## src/rtl/axi_sram_controller.sv

```systemverilog
// axi_sram_controller: AXI4-Lite slave bridging to a single-port synchronous SRAM, writes win over reads
module axi_sram_controller #(
    parameter logic [31:0] BASE_ADDR = 32'h0000_1000,
    parameter int          MEM_WORDS = 1024
) (
    input  logic                         clk,
    input  logic                         rst,
    input  logic [31:0]                  awaddr,
    input  logic                         awvalid,
    output logic                         awready,
    input  logic [31:0]                  wdata,
    input  logic [3:0]                   wstrb,
    input  logic                         wvalid,
    output logic                         wready,
    output logic [1:0]                   bresp,
    output logic                         bvalid,
    input  logic                         bready,
    input  logic [31:0]                  araddr,
    input  logic                         arvalid,
    output logic                         arready,
    output logic [31:0]                  rdata,
    output logic [1:0]                   rresp,
    output logic                         rvalid,
    input  logic                         rready,
    output logic [$clog2(MEM_WORDS)-1:0] mem_addr,
    output logic [3:0]                   mem_wen,
    output logic                         mem_ren,
    output logic [31:0]                  mem_wdata,
    input  logic [31:0]                  mem_rdata
);
    localparam int aw = $clog2(MEM_WORDS);
    localparam logic [32:0] lo = {1'b0, BASE_ADDR};
    localparam logic [32:0] hi = lo + 33'(4 * MEM_WORDS);

    typedef enum logic [2:0] {IDLE, WR, BRESP, RD, RDATA, RRESP} state_t;
    state_t state;

    logic        aw_held, w_held, wr_ok, rd_ok;
    logic [31:0] awaddr_q, wdata_q;
    logic [3:0]  wstrb_q;
    logic        aw_hs, w_hs, go_wr;
    logic [31:0] wa, wd;
    logic [3:0]  ws;

    // 33-bit compare so the window top cannot wrap past 2^32
    function automatic logic in_rng(input logic [31:0] a);
        return {1'b0, a} >= lo && {1'b0, a} < hi;
    endfunction

    function automatic logic [aw-1:0] idx(input logic [31:0] a);
        return aw'((a - BASE_ADDR) >> 2);
    endfunction

    assign awready = state == IDLE && !aw_held;
    assign wready  = state == IDLE && !w_held;
    assign arready = state == IDLE && !aw_held && !w_held && !awvalid && !wvalid;
    assign aw_hs   = awvalid && awready;
    assign w_hs    = wvalid && wready;
    assign go_wr   = (aw_held || aw_hs) && (w_held || w_hs);
    assign wa      = aw_held ? awaddr_q : awaddr;
    assign wd      = w_held ? wdata_q : wdata;
    assign ws      = w_held ? wstrb_q : wstrb;

    // Transaction FSM; SRAM strobes are registered on entry to WR/RD so they last exactly one cycle
    always_ff @(posedge clk) begin
        if (rst) begin
            state     <= IDLE;
            aw_held   <= 1'b0;
            w_held    <= 1'b0;
            bvalid    <= 1'b0;
            rvalid    <= 1'b0;
            mem_wen   <= 4'b0;
            mem_ren   <= 1'b0;
            bresp     <= 2'b00;
            rresp     <= 2'b00;
            rdata     <= 32'b0;
            mem_addr  <= '0;
            mem_wdata <= 32'b0;
        end else begin
            case (state)
                IDLE: begin
                    if (aw_hs) begin
                        awaddr_q <= awaddr;
                        aw_held  <= 1'b1;
                    end
                    if (w_hs) begin
                        wdata_q <= wdata;
                        wstrb_q <= wstrb;
                        w_held  <= 1'b1;
                    end
                    if (go_wr) begin
                        state     <= WR;
                        wr_ok     <= in_rng(wa);
                        mem_addr  <= in_rng(wa) ? idx(wa) : mem_addr;
                        mem_wdata <= wd;
                        mem_wen   <= in_rng(wa) ? ws : 4'b0;
                    end else if (arvalid && arready) begin
                        state    <= RD;
                        rd_ok    <= in_rng(araddr);
                        mem_ren  <= in_rng(araddr);
                        mem_addr <= in_rng(araddr) ? idx(araddr) : mem_addr;
                    end
                end
                WR: begin
                    mem_wen <= 4'b0;
                    bvalid  <= 1'b1;
                    bresp   <= wr_ok ? 2'b00 : 2'b10;
                    state   <= BRESP;
                end
                BRESP: begin
                    if (bready) begin
                        bvalid  <= 1'b0;
                        aw_held <= 1'b0;
                        w_held  <= 1'b0;
                        state   <= IDLE;
                    end
                end
                RD: begin
                    mem_ren <= 1'b0;
                    state   <= RDATA;
                end
                RDATA: begin
                    rdata  <= rd_ok ? mem_rdata : 32'b0;
                    rresp  <= rd_ok ? 2'b00 : 2'b10;
                    rvalid <= 1'b1;
                    state  <= RRESP;
                end
                RRESP: begin
                    if (rready) begin
                        rvalid <= 1'b0;
                        state  <= IDLE;
                    end
                end
                default: state <= IDLE;
            endcase
        end
    end
endmodule

```

## config.mk

```make
export PLATFORM = sky130hd
export DESIGN_NAME = axi_sram_controller
export DESIGN_NICKNAME = d
export VERILOG_FILES = /design/src/rtl/axi_sram_controller.sv
export SDC_FILE = /design/constraint.sdc
export NUM_CORES = 1
export LEC_CHECK = 0
export ABC_AREA = 1
export CORE_ASPECT_RATIO = 0.8
export CORE_MARGIN = 2
export CORE_UTILIZATION = 48
export CTS_CLUSTER_DIAMETER = 200
export DETAILED_ROUTE_END_ITERATION = 8
export GPL_TIMING_DRIVEN = 0
export PLACE_DENSITY = 0.85
export SLEW_MARGIN = 25
export SYNTH_ARGS = -nofsm -noshare
export SYNTH_HDL_FRONTEND = slang
export SYNTH_SLANG_ARGS = --single-unit
```

## constraint.sdc

```tcl
create_clock -name clk -period 9.9 [get_ports clk]
set_input_delay 1.98 -clock clk [delete_from_list [all_inputs] [get_ports clk]]
set_output_delay 1.98 -clock clk [all_outputs]
set_load 0.03 [all_outputs]
```

==> results.toml, run 1 <==
[placement]
numPortBuffers = 220
gp_congestion = 0.864
dp_hpwl_um = 13000

[clock_tree]
root_buffer = "clkbuf_16"
cts_tree = "done"
clkSlewWorstSetupHoldPaths_ns = 0.06
cts_resized = 0
post-cts-setup-buffers = 0
cts.sinks = 156
insertion_delay_ns = 0.41
htreeDepth = 4
cts_buffers = 17
cts_max_path_buffers = 2
cts_hold_buffers = 0

[grt]
gr-total-overflow = 0
grtUsageTotal = 0.253
grt_pass1_wl_um = 27800
grt_pass1_vias = 5599
grt_max_degree = 26
antenna_found_initial = 0

[critical_path]
path_class = "in -> out"
arrival_ns = 3.52
worstPathRequired_ns = 7.92
timing.rr.start = "w_held$_SDFFE_PP0P_"
r2r_end = "wdata_q[13]$_DFFE_PP_"
rrSetupSlack_ns = 7.10
start_kind = "primary input"
crit_fanout = 3
cp-end-kind = "output port"
rr_worst_depth = 7

[layout]
fin_nets = 1093
areaGrowthSynthToFinish_pct = 50.2
num_antenna_cells = 0
final_common_cell = "clkdlybuf4s50_1"
multi_input_area_um2 = 2090
layout-drive-gt1-share = 0.0683
seq_area_um2 = 3800
fillers = 975
final_cell_mix = "clkdlybuf4s50_1 (220), nand2_1 (172), a21oi_1 (101), nor2_1 (98), dfxtp_1 (88)"

[sta]
period_needed_ns = 5.50
setup_viol = 0
hold_viol = 0
fin_tns_setup_ns = 0
worstMarginPinSlew_ns = 0.702
finClkSkew_ns = 0.0105
fmax_mhz = 182
period_share = 0.555
finalMaxSlewViolations = 0
slew_headroom = 0.528
hold_ws_ns = 0.419
grt_setup_unrepaired = "no"

[floorplan]
fp.dieH_um = 106
die_w_um = 131
initial_core_util = 0.488
ios = 227
fp.coreArea_um2 = 12800
rows = 37
die_area_um2 = 13900

[logic_synthesis]
synth_edf_count = 68
syn_avg_cell_area_um2 = 8.82
ys_async_sr_fraction = 0
synth_ff_type = "dfxtp_1"
yosys_warnings = 0
synth_cells = 707
synth-seq-cells = 156
syn_area_um2 = 6230
synth.distinct_cells = 32
synth_seq_area_share = 0.610

[detailed_routing]
dr.pass1.iters = 4
wl_per_cell_um = 15.1
drcViolationCount = 0
viasPerCell = 4.97
ant_nets = 0
drt_wl_total_um = 17300
dr_total_vias = 5678
dr.first_iter.drc_count = 308

[power]
ir_worst_vdd_v = 0.000172
p_leak_nw = 3.61
power.density_nw_per_um2 = 246
fin_total_pwr_mw = 2.31

[min_path]
min_to = "bresp[1]$_SDFFE_PP0P_"
holdCritPathClass = "reg -> reg"
hold_path_depth = 1
worstHoldStart = "wr_ok$_DFFE_PP_"

[run_status]
status = "completed"

[run]
drv_cap = 0
==> report_power, final <==
group	switching, mW	total (mW)	internal, mW
clock	0.260	0.670	0.410
sequential	0.0450	0.829	0.784
combinational	0.511	0.808	0.296
==> metrics by stage <==
| step | instance area [µm²] | instances | util | setup WS, ns |
|---|---|---|---|---|
| after floorplan | 6240 | 708 | - | 3.72 |
| after global placement | 8660 | 1103 | 0.678 | 1.20 |
| after detailed placement | 8740 | 1110 | 0.684 | 4.40 |
| after CTS | 9370 | 1142 | 0.733 | 4.40 |
| after global routing | 9370 | 1142 | 0.733 | 4.29 |
| final | 9370 | 1142 | 0.733 | 4.40 |
==> worst max-delay path, cell delays in order <==
cell and delay, ns:
clkdlybuf4s50_1 0.44, nor3_1 0.22, and2_1 0.17, clkdlybuf4s50_1 0.70
==> flip-flops by register name, summed over array words and instances (netlist names) <==
register   count
wstrb_q        4
mem_wen        4
wr_ok          1
awaddr_q      30
bvalid         1
aw_held        1
rdata         32
wdata_q       32
rvalid         1
w_held         1
rd_ok          1
mem_ren        1
mem_wdata     32
mem_addr      10
bresp          1
state          3
rresp          1
==> how the worst max path moves through the flow <==
| stage | start | endpoint | slack [ns] | cells after the start |
|---|---|---|---|---|
| after global placement | rst | wdata_q[19]$_DFFE_PP_ | 1.20 | 3 |
| after CTS | awvalid | arready | 4.40 | 4 |
| after global routing | awvalid | arready | 4.29 | 4 |
| after floorplan | rst | wdata_q[0]$_DFFE_PP_ | 3.72 | 2 |
| final | awvalid | arready | 4.40 | 4 |
| after detailed placement | awvalid | arready | 4.40 | 4 |
==> kinds of logic after synthesis <==
group / synth area share
DFF: 0.610
other: 0.000601
AOI/OAI and AO/OA: 0.126
and+or+nand+nor: 0.205
buffers and inverters: 0.0580
==> per-layer routing <==
| layer | global-route usage | vias to the layer above | part of all wire |
|---|---|---|---|
| met5 | 0 | - | 0 |
| met4 | 0.0877 | 0 | 0.019 |
| met3 | 0.0663 | 22 | 0.077 |
| met2 | 0.425 | 209 | 0.48 |
| met1 | 0.319 | 2603 | 0.43 |
| li1 | - | 2844 | - |
==> area by class of cell <==
class / instances / share of cell area
Inverter: 45 / 0.0180
Timing Repair Buffer: 227 / 0.242
Buffer: 42 / 0.0206
Sequential cell: 156 / 0.406
Tap cell: 175 / 0.0234
Multi-Input combinational cell: 465 / 0.223
Clock inverter: 8 / 0.00975
Clock buffer: 24 / 0.0572
==> synth_stat cells, types with 2 or more instances <==
cell | count | area share
a21oi_1 | 101 | 0.081
a22oi_1 | 14 | 0.017
a31oi_1 | 2 | 0.0020
and2_0 | 2 | 0.0020
and2_1 | 2 | 0.0020
buf_1 | 4 | 0.0024
buf_2 | 10 | 0.0080
buf_4 | 2 | 0.0024
buf_6 | 2 | 0.0036
clkbuf_1 | 24 | 0.014
clkinv_1 | 2 | 0.0012
dfxtp_1 | 88 | 0.28
edfxtp_1 | 68 | 0.33
inv_1 | 40 | 0.024
inv_2 | 3 | 0.0018
nand2_1 | 172 | 0.10
nand2_2 | 2 | 0.0020
nand3_1 | 29 | 0.023
nand4_1 | 2 | 0.0020
nor2_1 | 99 | 0.060
nor3_1 | 3 | 0.0024
o211ai_1 | 5 | 0.0060
o21ai_0 | 14 | 0.011
o21ai_1 | 4 | 0.0032
o21bai_2 | 2 | 0.0036
or2_2 | 5 | 0.0050
Power figures use the tool's default switching activity.
==> inputs of run 2 (changes only) <==
- CORE_UTILIZATION: 48 -> 45
- PLACE_DENSITY: 0.85 -> 0.81
- clock period: 9.9 -> 5.7 ns (I/O delays scaled with it)
==> results.toml, run 2 (synthesized netlist as in run 1, its figures left out) <==
[floorplan]
ios = 227
fp.coreArea_um2 = 13600
die_w_um = 136
initial_core_util = 0.460
fp.dieH_um = 109
die_area_um2 = 14800
rows = 38

[placement]
numPortBuffers = 220
place_area_um2 = 8740
post-place-ws_ns = 1.87
dp_hpwl_um = 12600
gp_congestion = 0.848
place_inst = 1115

[detailed_routing]
ant_nets = 0
drt_wl_total_um = 17000
wl_per_cell_um = 14.8
dr_total_vias = 5554
drcViolationCount = 0
dr.first_iter.drc_count = 248
viasPerCell = 4.85
dr.pass1.iters = 5

[grt]
gr-total-overflow = 0
grt_pass1_vias = 5272
grt_pass1_wl_um = 26200
antenna_found_initial = 0
grt_max_degree = 27
grtUsageTotal = 0.230

[sta]
finalMaxSlewViolations = 0
period_share = 0.673
fmax_mhz = 261
fin_ws_ns = 1.87
period_needed_ns = 3.83
slew_headroom = 0.575
hold_viol = 0
fin_tns_setup_ns = 0
hold_ws_ns = 0.419
grt_setup_unrepaired = "no"
finClkSkew_ns = 0.0157
setup_viol = 0
worstMarginPinSlew_ns = 0.638

[layout]
instances_no_fill = 1146
final_common_cell = "clkdlybuf4s50_1"
num_antenna_cells = 0
final_cell_mix = "clkdlybuf4s50_1 (220), nand2_1 (172), a21oi_1 (101), nor2_1 (98), dfxtp_1 (88)"
layout-drive-gt1-share = 0.0663
areaGrowthSynthToFinish_pct = 49.4
largestRegisters = "mem_wdata (32), rdata (32), wdata_q (32)"
final_util = 0.687
fin_area_um2 = 9310
fin_nets = 1093

[clock_tree]
cts_tree = "done"
post-cts-setup-buffers = 0
root_buffer = "clkbuf_16"
cts_max_path_buffers = 2
cts.sinks = 156
cts_resized = 0
insertion_delay_ns = 0.42
htreeDepth = 4
cts_hold_buffers = 0
clkSlewWorstSetupHoldPaths_ns = 0.06
cts_buffers = 17

[critical_path]
cp_slowest_cell = "clkdlybuf4s50_1"
cpLargestDelayFamily = "buffers and inverters"
crit_top_cell = "clkdlybuf4s50_1"
crit_path_cell_trace = "clkdlybuf4s50_1, nor3_1, and2_1, clkdlybuf4s50_1"
arrival_ns = 2.69
crit_fanout = 3
crit_path_max_incr_delay_ns = 0.69
start_kind = "primary input"
critPathBufInv = 2
worstPathRequired_ns = 4.56
path_class = "in -> out"
cp-end-kind = "output port"

[run]
drv_cap = 0

[power]
fin_total_pwr_mw = 3.91
ir_worst_vdd_v = 0.000304
power.density_nw_per_um2 = 420
p_leak_nw = 3.58

[min_path]
holdCritPathClass = "reg -> reg"

[run_status]
status = "completed"
## run 2: final cells by class
class | instances | area (µm²)
Buffer | 42 | 193
Clock buffer | 22 | 487
Clock inverter | 9 | 86.3
Fill cell | 1108 | 4240
Inverter | 45 | 169
Multi-Input combinational cell | 465 | 2090
Sequential cell | 156 | 3800
Tap cell | 180 | 225
Timing Repair Buffer | 227 | 2260
## run 2: path summary, 6_finish.rpt
| path | from | end | slack [ns] | cells past startpoint |
|---|---|---|---|---|
| setup / recovery | awvalid | arready | 1.87 | 4 |
| setup reg to reg | w_held$_SDFFE_PP0P_ | wdata_q[25]$_DFFE_PP_ | 3.13 | 6 |
| hold reg to reg | wr_ok$_DFFE_PP_ | bresp[1]$_SDFFE_PP0P_ | 0.42 | 1 |
| hold / removal | wr_ok$_DFFE_PP_ | bresp[1]$_SDFFE_PP0P_ | 0.42 | 1 |
## run 2: layer usage
layer | global-route usage | up-vias | wire, µm
li1 | - | 2837 | -
met1 | 0.289 | 2499 | 7530
met2 | 0.372 | 191 | 7770
met3 | 0.0711 | 27 | 1300
met4 | 0.0930 | 0 | 410
met5 | 0 | - | 0
## run 2: power by group
group,internal (mW),switching (mW)
sequential,1.36,0.0777
combinational,0.512,0.872
clock,0.652,0.440
total,2.53,1.39
==> inputs of run 3 (changes only) <==
- clock period: 5.7 -> 3.8 ns (I/O delays scaled with it)
==> results.toml, run 3 (synthesized netlist as in run 1, its figures left out) <==
[floorplan]
initial_core_util = 0.460
ios = 227
die_area_um2 = 14800
die_w_um = 136
fp.dieH_um = 109
fp.coreArea_um2 = 13600
rows = 38

[critical_path]
start_kind = "register"
path_class = "reg -> out"
r2r_end = "wdata_q[13]$_DFFE_PP_"
arrival_ns = 2.65
crit_fanout = 10
cp-end-kind = "output port"
cp-startpoint = "w_held$_SDFFE_PP0P_"
critPathCapture = "wready"
worstPathRequired_ns = 3.04
timing.rr.start = "w_held$_SDFFE_PP0P_"
rrSetupSlack_ns = 1.21
rr_worst_depth = 6

[power]
p_clk_frac = 0.281
internal_power_mw = 3.83
power_frac_seq = 0.363
p_switching_mw = 2.10
switching_share = 0.354
power.density_nw_per_um2 = 636
p_comb_frac = 0.355
ir_worst_vdd_v = 0.000445
p_leak_nw = 3.57

[layout]
final_util = 0.688
final_cell_mix = "clkdlybuf4s50_1 (220), nand2_1 (172), a21oi_1 (101), nor2_1 (98), dfxtp_1 (88)"
layout-drive-gt1-share = 0.0622
final_common_cell = "clkdlybuf4s50_1"
largestRegisters = "mem_wdata (32), rdata (32), wdata_q (32)"
areaGrowthSynthToFinish_pct = 49.6
fin_nets = 1090
num_antenna_cells = 0

[sta]
finClkSkew_ns = 0.0102
setup_viol = 0
worstMarginPinSlew_ns = 0.742
slew_headroom = 0.502
grt_setup_unrepaired = "no"
finalMaxSlewViolations = 0
hold_ws_ns = 0.418
fin_tns_setup_ns = 0
fmax_mhz = 293
period_needed_ns = 3.41
period_share = 0.897
hold_viol = 0

[clock_tree]
cts_hold_buffers = 0
post-cts-setup-buffers = 0
cts_resized = 0
clkSlewWorstSetupHoldPaths_ns = 0.06
insertion_delay_ns = 0.43
htreeDepth = 4
root_buffer = "clkbuf_16"
cts_buffers = 17
cts_tree = "done"
cts_max_path_buffers = 2
cts.sinks = 156

[detailed_routing]
dr_total_vias = 5559
wl_per_cell_um = 15.1
drt_wl_total_um = 17300
wl_met1_um = 7500
dr_wl_met2_um = 8130
wl_met3_um = 1360
top_layer_used = "met4"
viasPerCell = 4.86
drcViolationCount = 0
dr.pass1.iters = 4
ant_nets = 0
dr.first_iter.drc_count = 271

[placement]
numPortBuffers = 220
dp_hpwl_um = 12700
gp_congestion = 0.883

[grt]
grt_max_degree = 26
antenna_found_initial = 0
gr-total-overflow = 0
grtUsageTotal = 0.237
grt_pass1_vias = 5382
grt_pass1_wl_um = 26800

[run_status]
status = "completed"

[min_path]
holdCritPathClass = "reg -> reg"
worstHoldStart = "wr_ok$_DFFE_PP_"

[run]
drv_cap = 0
## run 3: cell count changes in the layout (fill, tap and decap cells not counted), moves of 2 or more
| cell | before | now |
|---|---|---|
| clkbuf_1 | 27 | 25 |
| clkinv_1 | 2 | 6 |
| inv_4 | 2 | 0 |
| bufinv_16 | 1 | 3 |
| buf_6 | 2 | 4 |
| clkbuf_16 | 19 | 17 |
| buf_2 | 15 | 10 |
## run 3: critical path, stage by stage, from the launching register on
cell and delay [ns]:
dfxtp_1 0.31, clkbuf_1 0.29, clkbuf_1 0.39, clkbuf_1 0.48, nor2_1 0.11, clkdlybuf4s50_1 0.65
## run 3: final cells by class
class | count | area (µm²)
fill | 1122 | 4220
sequential | 156 | 3800
timing repair buffer | 224 | 2260
multi-input combinational | 465 | 2100
clock buffer | 18 | 429
tap | 180 | 225
buffer | 42 | 193
inverter | 45 | 169
clock inverter | 14 | 151
## run 3: through the flow
step | total power, mW | worst slack, ns | area (µm²) | cells
floorplan | 3.45 | 0.342 | 6240 | 708
global placement | 4.21 | -1.21 | 8670 | 1108
detailed placement | 4.28 | 0.677 | 8750 | 1112
CTS | 5.98 | 0.351 | 9330 | 1144
global route | 6.26 | 0.221 | 9330 | 1144
finish | 5.93 | 0.390 | 9330 | 1144
## run 3: layer usage
metal | vias to the layer above | GRT usage
li1 | 2835 | -
met1 | 2515 | 0.289
met2 | 183 | 0.394
met3 | 26 | 0.0772
met4 | 0 | 0.0908
met5 | - | 0
## run 3: power groups by stage
stage | combinational [mW] | sequential [mW] | clock, mW
after CTS | 2.11 | 2.16 | 1.70
after floorplan | 0.997 | 2.45 | 0
after global placement | 2.02 | 2.19 | 0
final | 2.11 | 2.16 | 1.67
after global routing | 2.31 | 2.18 | 1.77
after detailed placement | 2.09 | 2.19 | 0
## run 3: worst min-delay path by stage
| stage | slack [ns] | cells past startpoint | endpoint |
|---|---|---|---|
| 2_1_floorplan | 0.40 | 1 | bresp[1]$_SDFFE_PP0P_ |
| 3_3_place_gp | 0.41 | 1 | bresp[1]$_SDFFE_PP0P_ |
| 3_5_place_dp | 0.41 | 1 | bresp[1]$_SDFFE_PP0P_ |
| 4_1_cts | 0.42 | 1 | bresp[1]$_SDFFE_PP0P_ |
| 5_1_grt | 0.43 | 1 | bresp[1]$_SDFFE_PP0P_ |
| 6_report | 0.42 | 1 | bresp[1]$_SDFFE_PP0P_ |
